File: src/rtl/mult_sched_defs_pkg.sv
// Shared types and constants for the round-robin multiplier scheduler.
package mult_sched_defs;

    typedef enum logic [3:0] {
        IDLE  = 4'b0001,
        ISSUE = 4'b0010,
        WAIT  = 4'b0100,
        RESP  = 4'b1000
    } state_t;

    localparam int DEF_WIDTH = 8;

    function automatic int ptr_w(input int nreq);
        return (nreq > 1) ? $clog2(nreq) : 1;
    endfunction

endpackage

File: src/rtl/rr_arbiter.sv
// Rotating-priority arbiter: first set request at or after ptr wins, purely combinational.
// Zero latency; no backpressure of its own, the caller decides when a grant is consumed.
module rr_arbiter
    import mult_sched_defs::*;
#(
    parameter int NREQ = 4,
    parameter int PW   = ptr_w(NREQ)
) (
    input  logic [NREQ-1:0] req,
    input  logic [PW-1:0]   ptr,
    output logic [NREQ-1:0] gnt,
    output logic [PW-1:0]   gnt_idx,
    output logic            any
);

    logic [NREQ-1:0] rot_req;
    logic [NREQ-1:0] rot_gnt;

    function automatic logic [PW-1:0] wrap(input int v);
        return PW'(v % NREQ);
    endfunction

    // Rotate so ptr lands at bit 0, pick the lowest set bit, then rotate back.
    always_comb begin
        rot_req = '0;
        rot_gnt = '0;
        gnt     = '0;
        gnt_idx = '0;
        for (int j = 0; j < NREQ; j++) begin
            rot_req[j] = req[wrap(j + int'(ptr))];
        end
        for (int j = NREQ - 1; j >= 0; j--) begin
            if (rot_req[j]) begin
                rot_gnt = NREQ'(1) << j;
            end
        end
        for (int j = 0; j < NREQ; j++) begin
            gnt[wrap(j + int'(ptr))] = rot_gnt[j];
        end
        for (int i = 0; i < NREQ; i++) begin
            if (gnt[i]) begin
                gnt_idx = PW'(i);
            end
        end
    end

    assign any = |req;

endmodule

File: src/rtl/mult_scheduler.sv
// Shares one multiplier among NREQ requesters, round-robin; accept->start 1 cycle, done->resp 1 cycle.
// Requesters are held off (req_ready low) while a job is in flight; a watchdog aborts a hung datapath.
module mult_scheduler
    import mult_sched_defs::*;
#(
    parameter int NREQ    = 4,
    parameter int WIDTH   = DEF_WIDTH,
    parameter int TIMEOUT = 255
) (
    input  logic                    clk,
    input  logic                    rst,
    input  logic [NREQ-1:0]         req_valid,
    input  logic [NREQ*WIDTH-1:0]   req_a,
    input  logic [NREQ*WIDTH-1:0]   req_b,
    output logic [NREQ-1:0]         req_ready,
    output logic [NREQ-1:0]         resp_valid,
    output logic [2*WIDTH-1:0]      resp_data,
    output logic                    resp_err,
    output logic                    busy,
    output logic                    mul_start,
    output logic [WIDTH-1:0]        mul_a,
    output logic [WIDTH-1:0]        mul_b,
    output logic                    mul_rst,
    input  logic                    mul_done,
    input  logic [2*WIDTH-1:0]      mul_result
);

    localparam int PW   = ptr_w(NREQ);
    localparam int WD_W = $clog2(TIMEOUT);

    state_t             state, state_nxt;
    logic [PW-1:0]      ptr;
    logic [PW-1:0]      gnt_idx;
    logic [WD_W-1:0]    wd;
    logic [2*WIDTH-1:0] res_q;
    logic               err_q;
    logic [NREQ-1:0]    arb_gnt;
    logic [PW-1:0]      arb_idx;
    logic               arb_any;
    logic               wd_expired;

    rr_arbiter #(.NREQ(NREQ)) u_arb (
        .req     (req_valid),
        .ptr     (ptr),
        .gnt     (arb_gnt),
        .gnt_idx (arb_idx),
        .any     (arb_any)
    );

    assign wd_expired = (wd == WD_W'(TIMEOUT - 1));

    always_ff @(posedge clk) begin
        if (rst) begin
            state <= IDLE;
        end else begin
            state <= state_nxt;
        end
    end

    always_comb begin
        state_nxt  = state;
        req_ready  = '0;
        mul_start  = 1'b0;
        resp_valid = '0;
        mul_rst    = 1'b0;
        case (state)
            IDLE: begin
                // Grant is suppressed during reset so nothing looks accepted.
                if (arb_any && !rst) begin
                    req_ready = arb_gnt;
                    state_nxt = ISSUE;
                end
            end
            ISSUE: begin
                mul_start = 1'b1;
                state_nxt = WAIT;
            end
            WAIT: begin
                if (mul_done || wd_expired) begin
                    state_nxt = RESP;
                end
            end
            RESP: begin
                resp_valid = NREQ'(1) << gnt_idx;
                mul_rst    = err_q;
                state_nxt  = IDLE;
            end
            default: state_nxt = IDLE;
        endcase
    end

    always_ff @(posedge clk) begin
        if (rst) begin
            ptr     <= '0;
            gnt_idx <= '0;
            wd      <= '0;
            mul_a   <= '0;
            mul_b   <= '0;
            res_q   <= '0;
            err_q   <= 1'b0;
        end else begin
            case (state)
                IDLE: begin
                    if (arb_any) begin
                        mul_a   <= req_a[int'(arb_idx)*WIDTH +: WIDTH];
                        mul_b   <= req_b[int'(arb_idx)*WIDTH +: WIDTH];
                        gnt_idx <= arb_idx;
                    end
                end
                ISSUE: wd <= '0;
                WAIT: begin
                    // A done in the final watchdog cycle still counts as success.
                    if (mul_done) begin
                        res_q <= mul_result;
                        err_q <= 1'b0;
                    end else if (wd_expired) begin
                        res_q <= '0;
                        err_q <= 1'b1;
                    end else begin
                        wd <= wd + 1'b1;
                    end
                end
                RESP: ptr <= (gnt_idx == PW'(NREQ - 1)) ? '0 : gnt_idx + 1'b1;
                default: ;
            endcase
        end
    end

    assign busy      = (state != IDLE);
    assign resp_data = res_q;
    assign resp_err  = err_q;

endmodule

File: config.mk
export PLATFORM = sky130hd
export DESIGN_NAME = mult_scheduler
export DESIGN_NICKNAME = d
export VERILOG_FILES = /design/src/rtl/mult_sched_defs_pkg.sv /design/src/rtl/rr_arbiter.sv /design/src/rtl/mult_scheduler.sv
export SDC_FILE = /design/constraint.sdc
export NUM_CORES = 1
export LEC_CHECK = 0
export ABC_AREA = 1
export BUFFER_PORTS_ARGS = -buffer_cell sky130_fd_sc_hd__buf_2
export CAP_MARGIN = 5
export CORE_AREA = 2 2 85 87
export CTS_CLUSTER_DIAMETER = 100
export DETAILED_ROUTE_END_ITERATION = 12
export DIE_AREA = 0 0 87 89
export PLACE_DENSITY_LB_ADDON = 0.05
export SLEW_MARGIN = 15
export SYNTH_ARGS = -nofsm -noshare
export SYNTH_HDL_FRONTEND = slang
export SYNTH_SLANG_ARGS = --single-unit
File: constraint.sdc
create_clock -name clk -period 2.9 [get_ports clk]
set_input_delay 0.145 -clock clk [delete_from_list [all_inputs] [get_ports clk]]
set_output_delay 0.145 -clock clk [all_outputs]
set_load 0.05 [all_outputs]
==> flow_metrics.env <==
export IMPL_finalWirelength_um=8490
export IMPL_core_mm2=0.00672
export IMPL_synth_mux_area_frac=0
export IMPL_synth_compound_area_frac=0.152
export IMPL_ctsLongestPathBuffers=2
export IMPL_wl_per_cell_um=11.8
export IMPL_power_total_mw=1.89
export IMPL_ys_flop_type="dfxtp_1"
export IMPL_dr_first_iter_drc_count=137
export IMPL_postSynthCellCount=513
export IMPL_fin_skew_ns=0.00827
export IMPL_multi_input_area_mm2=0.00184
export IMPL_status="complete, no violations"
export IMPL_grt_antenna_before_repair=0
export IMPL_synth_cell_types=30
export IMPL_drive_above_1_share=0.277
export IMPL_drc_errors=0
export IMPL_cts_resized=0
export IMPL_yosysMostFrequentCell="nand2_1"
export IMPL_rsz0062_at_grt="false"
export IMPL_critPathKind="flip-flop to primary output"
export IMPL_critPathRequiredTime_ns=2.76
export IMPL_postCtsSetupRepairBufs=0
export IMPL_cp_start_kind="flip-flop"
export IMPL_dr_pass1_iters=4
export IMPL_avgSynthCellArea_um2=6.32
export IMPL_r2r_end="mul_a[6]"
export IMPL_r2r_start="ptr[1]"
export IMPL_numCtsBuffers=5
export IMPL_hold_class="primary input to flip-flop"
export IMPL_syn2layout_area_growth_pct=24.3
export IMPL_hp_start="mul_result[8]"
export IMPL_pre_cts_slack_ns=0.384
export IMPL_synth_edf_count=0
export IMPL_post_route_period_util=0.933
export IMPL_critical_path_endpoint_type="primary output"
export IMPL_setup_viol=0
export IMPL_power_density_mw_per_mm2=469
export IMPL_synth_fa_ha_area_frac=0.0502
export IMPL_arrival_ns=2.56
export IMPL_cts_hold_buf=0
export IMPL_grt_max_degree=45
export IMPL_vdd_drop_max_mv=0.243
export IMPL_ios=131
export IMPL_fp_dieW_um=87
export IMPL_ys_warn_count=0
export IMPL_yosys_area_top_type="dfxtp_1"
export IMPL_gp_congestion=0.858
export IMPL_cts_tree="yes"
export IMPL_fillers=690
export IMPL_synth_area_leaders="dfxtp_1 30%, nand2_1 16%, inv_1 9.5%"
export IMPL_synth_xor_area_frac=0.00270
export IMPL_post_route_util=0.600
export IMPL_final_design_area_no_fill_mm2=0.00403
export IMPL_path_clk_slew_ns=0.10
export IMPL_holdPathStages=3
export IMPL_synth_top_family_by_area="simple AND/OR/NAND/NOR gates"
export IMPL_setup_tns_ns=0
export IMPL_finalHoldViolCount=0
export IMPL_grt_usage=0.218
export IMPL_syn_nets=613
export IMPL_stdcell_count=718
export IMPL_dieArea_mm2=0.00774
export IMPL_start_util=0.482
export IMPL_maxCapViolCount=0
export IMPL_post_route_min_period_ns=2.71
export IMPL_grt_pass1_wl_um=13600
export IMPL_die_h_um=89
export IMPL_dpl_hpwl_um=6410
export IMPL_cts_max_level=2
export IMPL_min_delay_worst_endpoint="resp_data[8]"
export IMPL_ys_ff_latch=49
export IMPL_grt_overflow=0
export IMPL_worstSkewPairLatency_ns=0.32
export IMPL_slew_headroom=0.593
export IMPL_regArea_um2=982
export IMPL_hold_worst_slack_ns=0.0638
export IMPL_r2r_slack_ns=0.48
export IMPL_setup_slack_ns=0.195
export IMPL_yosysSeqAreaShare=0.303
export IMPL_rows=30
export IMPL_nets=737
export IMPL_drv_slew=0
export IMPL_dp_cells=710
export IMPL_critPathMaxFanout=25
export IMPL_diodes=0
export IMPL_ys_top_cells_by_count="135 x nand2_1, 82 x inv_1, 54 x nor2_1"
export IMPL_reg2reg_depth=15
export IMPL_leakagePower_nw=2.18
export IMPL_ant_nets=0
export IMPL_place_area_mm2=0.00393
export IMPL_yosys_area_share_simple=0.362
export IMPL_ys_async_sr_fraction=0
export IMPL_max_freq_mhz=370
export IMPL_num_vias=3531
export IMPL_tightest_slew_ns=0.604
export IMPL_synth_area_mm2=0.00324
export IMPL_grt_pass1_vias=3176
export IMPL_port_buffers=130
export IMPL_synth_top_area_frac=0.303
export IMPL_viasPerCell=4.92
export IMPL_root_buffer="clkbuf_8"
export IMPL_clock_sinks=49
-- report_power, final --
group	leakage, nW	switching (mW)	total [mW]	internal [mW]
Clock	0.0511	0.268	0.450	0.183
Sequential	0.400	0.0334	0.766	0.733
Combinational	1.73	0.476	0.675	0.199
Total	2.18	0.777	1.89	1.11
-- cell families (layout without fill, tap and decap cells) --
logic type,count (synthesis),count (layout)
flip-flops,49,49
AO/OA/AOI/OAI,88,88
XOR/XNOR,1,1
buffers and inverters,103,228
AND/OR/NAND/NOR,259,259
adder cells (fa/ha/maj),13,13
-- routing by layer --
layer,up-vias,global-route usage,part of all wire
met2,101,0.378,0.47
li1,1862,-,-
met5,-,0,0
met4,0,0.0767,0.023
met1,1550,0.270,0.45
met3,18,0.0443,0.052
-- how the worst max path moves through the flow --
stage,startpoint,endpoint,slack (ns),depth (start not counted)
5_1_grt,ptr[1],req_ready[3],0.009,13
3_5_place_dp,ptr[1],req_ready[3],0.38,13
3_3_place_gp,ptr[1],req_ready[3],0.47,13
6_report,ptr[1],req_ready[3],0.19,13
4_1_cts,ptr[1],req_ready[3],0.02,13
2_1_floorplan,ptr[0],req_ready[3],0.22,12
-- flip-flops by register name, indices dropped and copies added (netlist names) --
register	count
resp_data	16
wd	8
resp_err	1
gnt_idx	2
state	4
mul_a	8
mul_b	8
ptr	2
-- worst max-delay path, stage by stage (launching register included) --
cell and delay [ns]:
dfxtp_2 0.40, inv_2 0.10, ha_1 0.34, inv_1 0.11, nand3_1 0.08, nand2_1 0.14
nand2_2 0.08, inv_2 0.06, nand3_2 0.10, nand2_2 0.14, nand2_4 0.13, buf_4 0.23
nor2_1 0.11, clkbuf_4 0.24
-- placed cells by master (no fill, tap or decap) --
cell,n
o21ai_0,36
nand3_1,20
inv_2,3
nand3_2,3
nand2_1,135
ha_1,13
a211oi_1,2
nor2_1,54
nor2_2,1
nor3b_1,1
nand3_4,1
nor4_1,1
xor2_1,1
nand2_2,8
buf_4,6
nand3b_1,4
clkbuf_8,5
inv_1,81
dfxtp_1,48
clkbuf_4,1
inv_8,1
a21oi_1,37
o211a_1,1
nand2_4,6
dfxtp_2,1
a21oi_2,10
nor3_1,7
o31ai_1,2
inv_6,2
buf_2,129
nand4_1,18
-- layout make-up --
cell class / instances / area share
sequential: 49 / 0.244
clock buffer: 5 / 0.0171
inverter: 84 / 0.0782
clock inverter: 3 / 0.00714
tap: 80 / 0.0248
multi-input combinational: 361 / 0.456
timing repair buffer: 136 / 0.173
Note: power is estimated with default switching activity, not from simulation.
